## src/rtl/ripple_carry_adder_8bit_pkg.sv

```systemverilog
// Shared constants for the ripple-carry adder slice.
package ripple_carry_adder_8bit_pkg;

    localparam int DEFAULT_WIDTH = 8;

endpackage

```

## src/rtl/ripple_carry_adder_8bit_full_adder.sv

```systemverilog
// Single-bit full adder: one stage of the ripple carry chain.
module full_adder (
    input  logic a,
    input  logic b,
    input  logic cin,
    output logic sum,
    output logic cout
);

    logic half_sum;

    assign half_sum = a ^ b;
    assign sum      = half_sum ^ cin;
    // Carry is generated by a&b or propagated from cin when exactly one input is set.
    assign cout     = (a & b) | (cin & half_sum);

endmodule

```

## src/rtl/ripple_carry_adder_8bit.sv

```systemverilog
// Unsigned WIDTH-bit ripple-carry adder with a combinational sum and a
// one-cycle registered copy that clears asynchronously on reset.
module ripple_carry_adder_8bit
    import ripple_carry_adder_8bit_pkg::*;
#(
    parameter int WIDTH = DEFAULT_WIDTH
) (
    input  logic             clk,
    input  logic             rst_n,
    input  logic [WIDTH-1:0] in1,
    input  logic [WIDTH-1:0] in2,
    output logic [WIDTH-1:0] out,
    output logic             carry_out,
    output logic [WIDTH-1:0] out_q,
    output logic             carry_out_q
);

    // carry[i] feeds stage i; carry[WIDTH] leaves the MSB stage.
    logic [WIDTH:0] carry;

    assign carry[0] = 1'b0;

    for (genvar i = 0; i < WIDTH; i++) begin : g_stage
        full_adder u_fa (
            .a    (in1[i]),
            .b    (in2[i]),
            .cin  (carry[i]),
            .sum  (out[i]),
            .cout (carry[i+1])
        );
    end

    assign carry_out = carry[WIDTH];

    // NOTE: non-blocking assignments so every register samples pre-edge values,
    // which is what makes an operand change coincident with the edge land next cycle.
    always_ff @(posedge clk or negedge rst_n) begin
        if (!rst_n) begin
            out_q       <= '0;
            carry_out_q <= 1'b0;
        end else begin
            out_q       <= out;
            carry_out_q <= carry_out;
        end
    end

endmodule

```

## config.mk

```make
export PLATFORM = sky130hd
export DESIGN_NAME = ripple_carry_adder_8bit
export DESIGN_NICKNAME = d
export VERILOG_FILES = /design/src/rtl/ripple_carry_adder_8bit_pkg.sv /design/src/rtl/ripple_carry_adder_8bit_full_adder.sv /design/src/rtl/ripple_carry_adder_8bit.sv
export SDC_FILE = /design/constraint.sdc
export NUM_CORES = 1
export LEC_CHECK = 0
export CAP_MARGIN = 10
export CORE_AREA = 4 4 46 48
export DETAILED_ROUTE_END_ITERATION = 12
export DIE_AREA = 0 0 50 52
export PLACE_DENSITY = 0.77
export SYNTH_ARGS = -nofsm -noshare
export SYNTH_HDL_FRONTEND = slang
export SYNTH_SLANG_ARGS = --single-unit
```

## constraint.sdc

```tcl
create_clock -name clk -period 4.1 [get_ports clk]
set_clock_uncertainty 0.05 [all_clocks]
set_input_delay 0.615 -clock clk [delete_from_list [all_inputs] [get_ports clk]]
set_output_delay 0.615 -clock clk [all_outputs]
set_load 0.01 [all_outputs]
```

Word-level counts from Yosys, hierarchy flattened --
Index checks and enable logic that the tools add are counted.
Word-level totals: register bits after elaboration 9, bits in latches 0, memory bits (writable) 0, bits in read-only memories 0, bits of input ports 18, output and inout bits 18, word-level logic and storage cells 39, memories 0
Cells by class: add/subtract/negate cells 0, $mul 0, div/mod/pow operators 0, order comparisons 0, equality and inequality tests 0, shift operators 0, multiplexer cells 0, bitwise logic cells 37, reductions and logical operators 0
Operator list (number):
- $and 1x1->1 | 15
- $xor 1x1->1 | 15
- $or 1x1->1 | 7

Longest topological paths before layout --
depth in word-level cells 15, gate-level depth with buffers 11, depth with buffers taken out 10

Modules after synthesis --
Synthesis repeated with hierarchy kept, for this count alone.
Second synthesis, totals: cells, all modules 18, area total of the unflattened synthesis 389.1 um2
Modules (own cells, without submodules):
- ripple_carry_adder_8bit | times used 1, cells each 10, area each 229.0 um2, seq. area each 225.2 um2
- full_adder | times used 8, cells each 1, area each 20.0 um2, seq. area each 0.0 um2

Worst setup path after synthesis --
OpenSTA, ideal clock, no wires.
kind input to output, start input in1[0], end output out[7], arrival time 3.684 ns, required time 3.435 ns, setup slack -0.249 ns, cell stages on the path 11, buffers on the path 1, path through ha_1 fa_1 fa_1 fa_1 fa_1 fa_1 fa_1 inv_1 fa_1 inv_1 buf_4
On the way: longest elaborated chain between the ends 14
Ends and longest elaborated chain:
- from (decl) | line ripple_carry_adder_8bit.sv:10 | input logic [WIDTH-1:0] in1,
- $and 1x1->1 (2 in a row) | line ripple_carry_adder_8bit_full_adder.sv:15 | assign cout = (a & b) | (cin & half_sum);
- $or 1x1->1 | line ripple_carry_adder_8bit_full_adder.sv:15
- $and 1x1->1 | line ripple_carry_adder_8bit_full_adder.sv:15
- $or 1x1->1 | line ripple_carry_adder_8bit_full_adder.sv:15
- $and 1x1->1 | line ripple_carry_adder_8bit_full_adder.sv:15
- $or 1x1->1 | line ripple_carry_adder_8bit_full_adder.sv:15
- $and 1x1->1 | line ripple_carry_adder_8bit_full_adder.sv:15
- $or 1x1->1 | line ripple_carry_adder_8bit_full_adder.sv:15
- $and 1x1->1 | line ripple_carry_adder_8bit_full_adder.sv:15
- $or 1x1->1 | line ripple_carry_adder_8bit_full_adder.sv:15
- $and 1x1->1 | line ripple_carry_adder_8bit_full_adder.sv:15
- $or 1x1->1 | line ripple_carry_adder_8bit_full_adder.sv:15
- $xor 1x1->1 | line ripple_carry_adder_8bit_full_adder.sv:13 | assign sum = half_sum ^ cin;
- to (decl) | line ripple_carry_adder_8bit.sv:12 | output logic [WIDTH-1:0] out,
Every way passes these cells.

Final worst setup path --
start input in2[0], end output out[7]
On the way: longest elaborated chain between the ends 14
Ends and longest elaborated chain:
- from (decl) | line ripple_carry_adder_8bit.sv:11 | input logic [WIDTH-1:0] in2,
- $and 1x1->1 (2 in a row) | line ripple_carry_adder_8bit_full_adder.sv:15
- $or 1x1->1 | line ripple_carry_adder_8bit_full_adder.sv:15
- $and 1x1->1 | line ripple_carry_adder_8bit_full_adder.sv:15
- $or 1x1->1 | line ripple_carry_adder_8bit_full_adder.sv:15
- $and 1x1->1 | line ripple_carry_adder_8bit_full_adder.sv:15
- $or 1x1->1 | line ripple_carry_adder_8bit_full_adder.sv:15
- $and 1x1->1 | line ripple_carry_adder_8bit_full_adder.sv:15
- $or 1x1->1 | line ripple_carry_adder_8bit_full_adder.sv:15
- $and 1x1->1 | line ripple_carry_adder_8bit_full_adder.sv:15
- $or 1x1->1 | line ripple_carry_adder_8bit_full_adder.sv:15
- $and 1x1->1 | line ripple_carry_adder_8bit_full_adder.sv:15
- $or 1x1->1 | line ripple_carry_adder_8bit_full_adder.sv:15
- $xor 1x1->1 | line ripple_carry_adder_8bit_full_adder.sv:13
Every way passes these cells.

==> impl_metrics.tcl <==
set metrics [dict create \
    fin_ws_ns -0.1352 \
    maxSlewViolCount 0 \
    start_kind "input pin" \
    layout_common_cells "clkdlybuf4s50_1 (27), dfrtp_1 (9), fa_2 (6)" \
    ys_ff_latch 9 \
    htreeDepth 1 \
    die_w_um 50 \
    crit_top_cell "fa_2" \
    drt-initial-drc-count 2 \
    worst_pin_slew_ns 0.3840 \
    postSynthCellCount 30 \
    grt.overflow.total 0 \
    cts_tree "yes" \
    ys_types 5 \
    detailed_place_hpwl_um 860.5 \
    crit_required_ns 3.43 \
    critPathKind "in2out" \
    power_mw 0.2916 \
    vias 302 \
    die_h_um 52 \
    setup_tns_ns -0.1352 \
    io_buffers 35 \
    post_route_cells_drive_above_1_share 0.3016 \
    yosysWarnings 0 \
    synth_seq_area_share 0.4932 \
    io_pins 36 \
    status "complete, but fails checks" \
    core-area_um2 1708 \
    place_ws_ns -0.9777 \
    antennaDiodeCount 0 \
    syn_to_final_growth_pct 81.37 \
    antenna_found_initial 0 \
    dp_cells 84 \
    wl_per_cell_um 10.68 \
    cts_buffers 3 \
    end_kind "primary output" \
    worstPathArrival_ns 3.57 \
    layout_commonest_cell "clkdlybuf4s50_1" \
    cp_slowest_cell "fa_1" \
    grt_pass1_vias 329 \
    finalCritPeriodShare 1.033 \
    syn_area_um2 456.7 \
    setup_viol 1 \
    clk_pin_slew_ns 0.06 \
    ctsLongestPathBuffers 2 \
    grt_pass1_wl_um 1373 \
    rows 15 \
    drcViolationCount 0 \
    crit_chain "buf_6 -> ha_4 -> fa_2 -> fa_2 -> fa_2 -> fa_2 -> fa_2 -> fa_2 -> inv_2 -> fa_1 -> inv_1 -> buf_2" \
    holdWs_ns 0.5349 \
    die_area_um2 2600 \
    post-route-min-period_ns 4.235 \
    first_pass_iters 2 \
    max_freq_ghz 0.2361 \
    hp-class "in2reg" \
    final_area_um2 828.3 \
    start_util 0.2674 \
    max_stage_delay_ns 0.40 \
    ctsHoldBuffers 0 \
    powerDensity_nw_per_um2 352.1 \
    hold_violations 0 \
    place_congestion 0.6513 \
    synth_area_per_cell_um2 15.22 \
    postCtsSetupRepairBufs 0 \
    slew_headroom 0.7432 \
    nets 90 \
    violations "setup timing" \
    grt_max_degree 10 \
    max-cap-violations 0 \
    syn_nets 56 \
    gr-usage-all-layers 0.07446 \
    viasPerCell 3.432 \
    place_area_um2 805.8 \
    cts_sinks 9 \
    ant_nets 0 \
    root_buffer "clkbuf_4" \
    ir_drop_v 0.0001320 \
    cellLeakagePower_nw 0.3532 \
    nFillCells 147 \
    grt_setup_unrepaired "yes" \
    final_util 0.4850 \
    cp_max_fo 2 \
    final_cells 88 \
    wl_um 940 \
]
## report_power, final
group / leakage (nW) / internal, mW / switching (mW) / total, mW
combinational: 0.233 / 0.0734 / 0.0466 / 0.120
clock: 0.0150 / 0.0373 / 0.0275 / 0.0648
sequential: 0.105 / 0.104 / 0.00317 / 0.107
## registers in the layout, indices dropped and copies added (netlist names)
name,count
carry_out_q,1
out_q,8
## cell usage after synthesis (all sizes together)
master / instances / area, um^2
dfrtp: 9 / 225.2
buf: 8 / 60.06
fa: 7 / 140.1
inv: 5 / 18.77
ha: 1 / 12.51
## cell families after synthesis
| group | Yosys count | synth area share |
|---|---|---|
| buffers and inverters | 13 | 0.1726 |
| adders and majority gates | 8 | 0.3342 |
| DFF | 9 | 0.4932 |
## critical path: cells and delay by family
kind | cells | cell delay (ns)
fa+ha+maj | 8 | 2.59
buf+inv | 4 | 0.35
## layer usage
layer  track usage  wire length [um]
met5             0                 0
met4       0.06912                14
met3       0.02006                67
met2        0.1348               560
met1       0.06643               297
## worst paths after layout
path	cells past startpoint	from	endpoint	slack (ns)
max	12	in2[0]	out[7]	-0.14
min	2	in2[0]	out_q[0]$_DFF_PN0_	0.53
max in group asynchronous	1	rst_n	carry_out_q$_DFF_PN0_	3.12
min in group asynchronous	1	rst_n	out_q[4]$_DFF_PN0_	0.60
## layout make-up
type	instances	area [um^2]	area share
Tap cell	25	31.28	0.03776
Timing Repair Buffer	37	346.6	0.4184
Clock buffer	4	26.28	0.03172
Inverter	5	18.77	0.02266
Multi-Input combinational cell	8	180.2	0.2175
Sequential cell	9	225.2	0.2719
## timing repair
item	4_1_cts	5_1_grt
pin swaps	8	8
setup endpoints to repair	4	3
gates resized for setup	31	2
endpoints found under the hold margin	0	0
(Power assumes the default switching activity.)
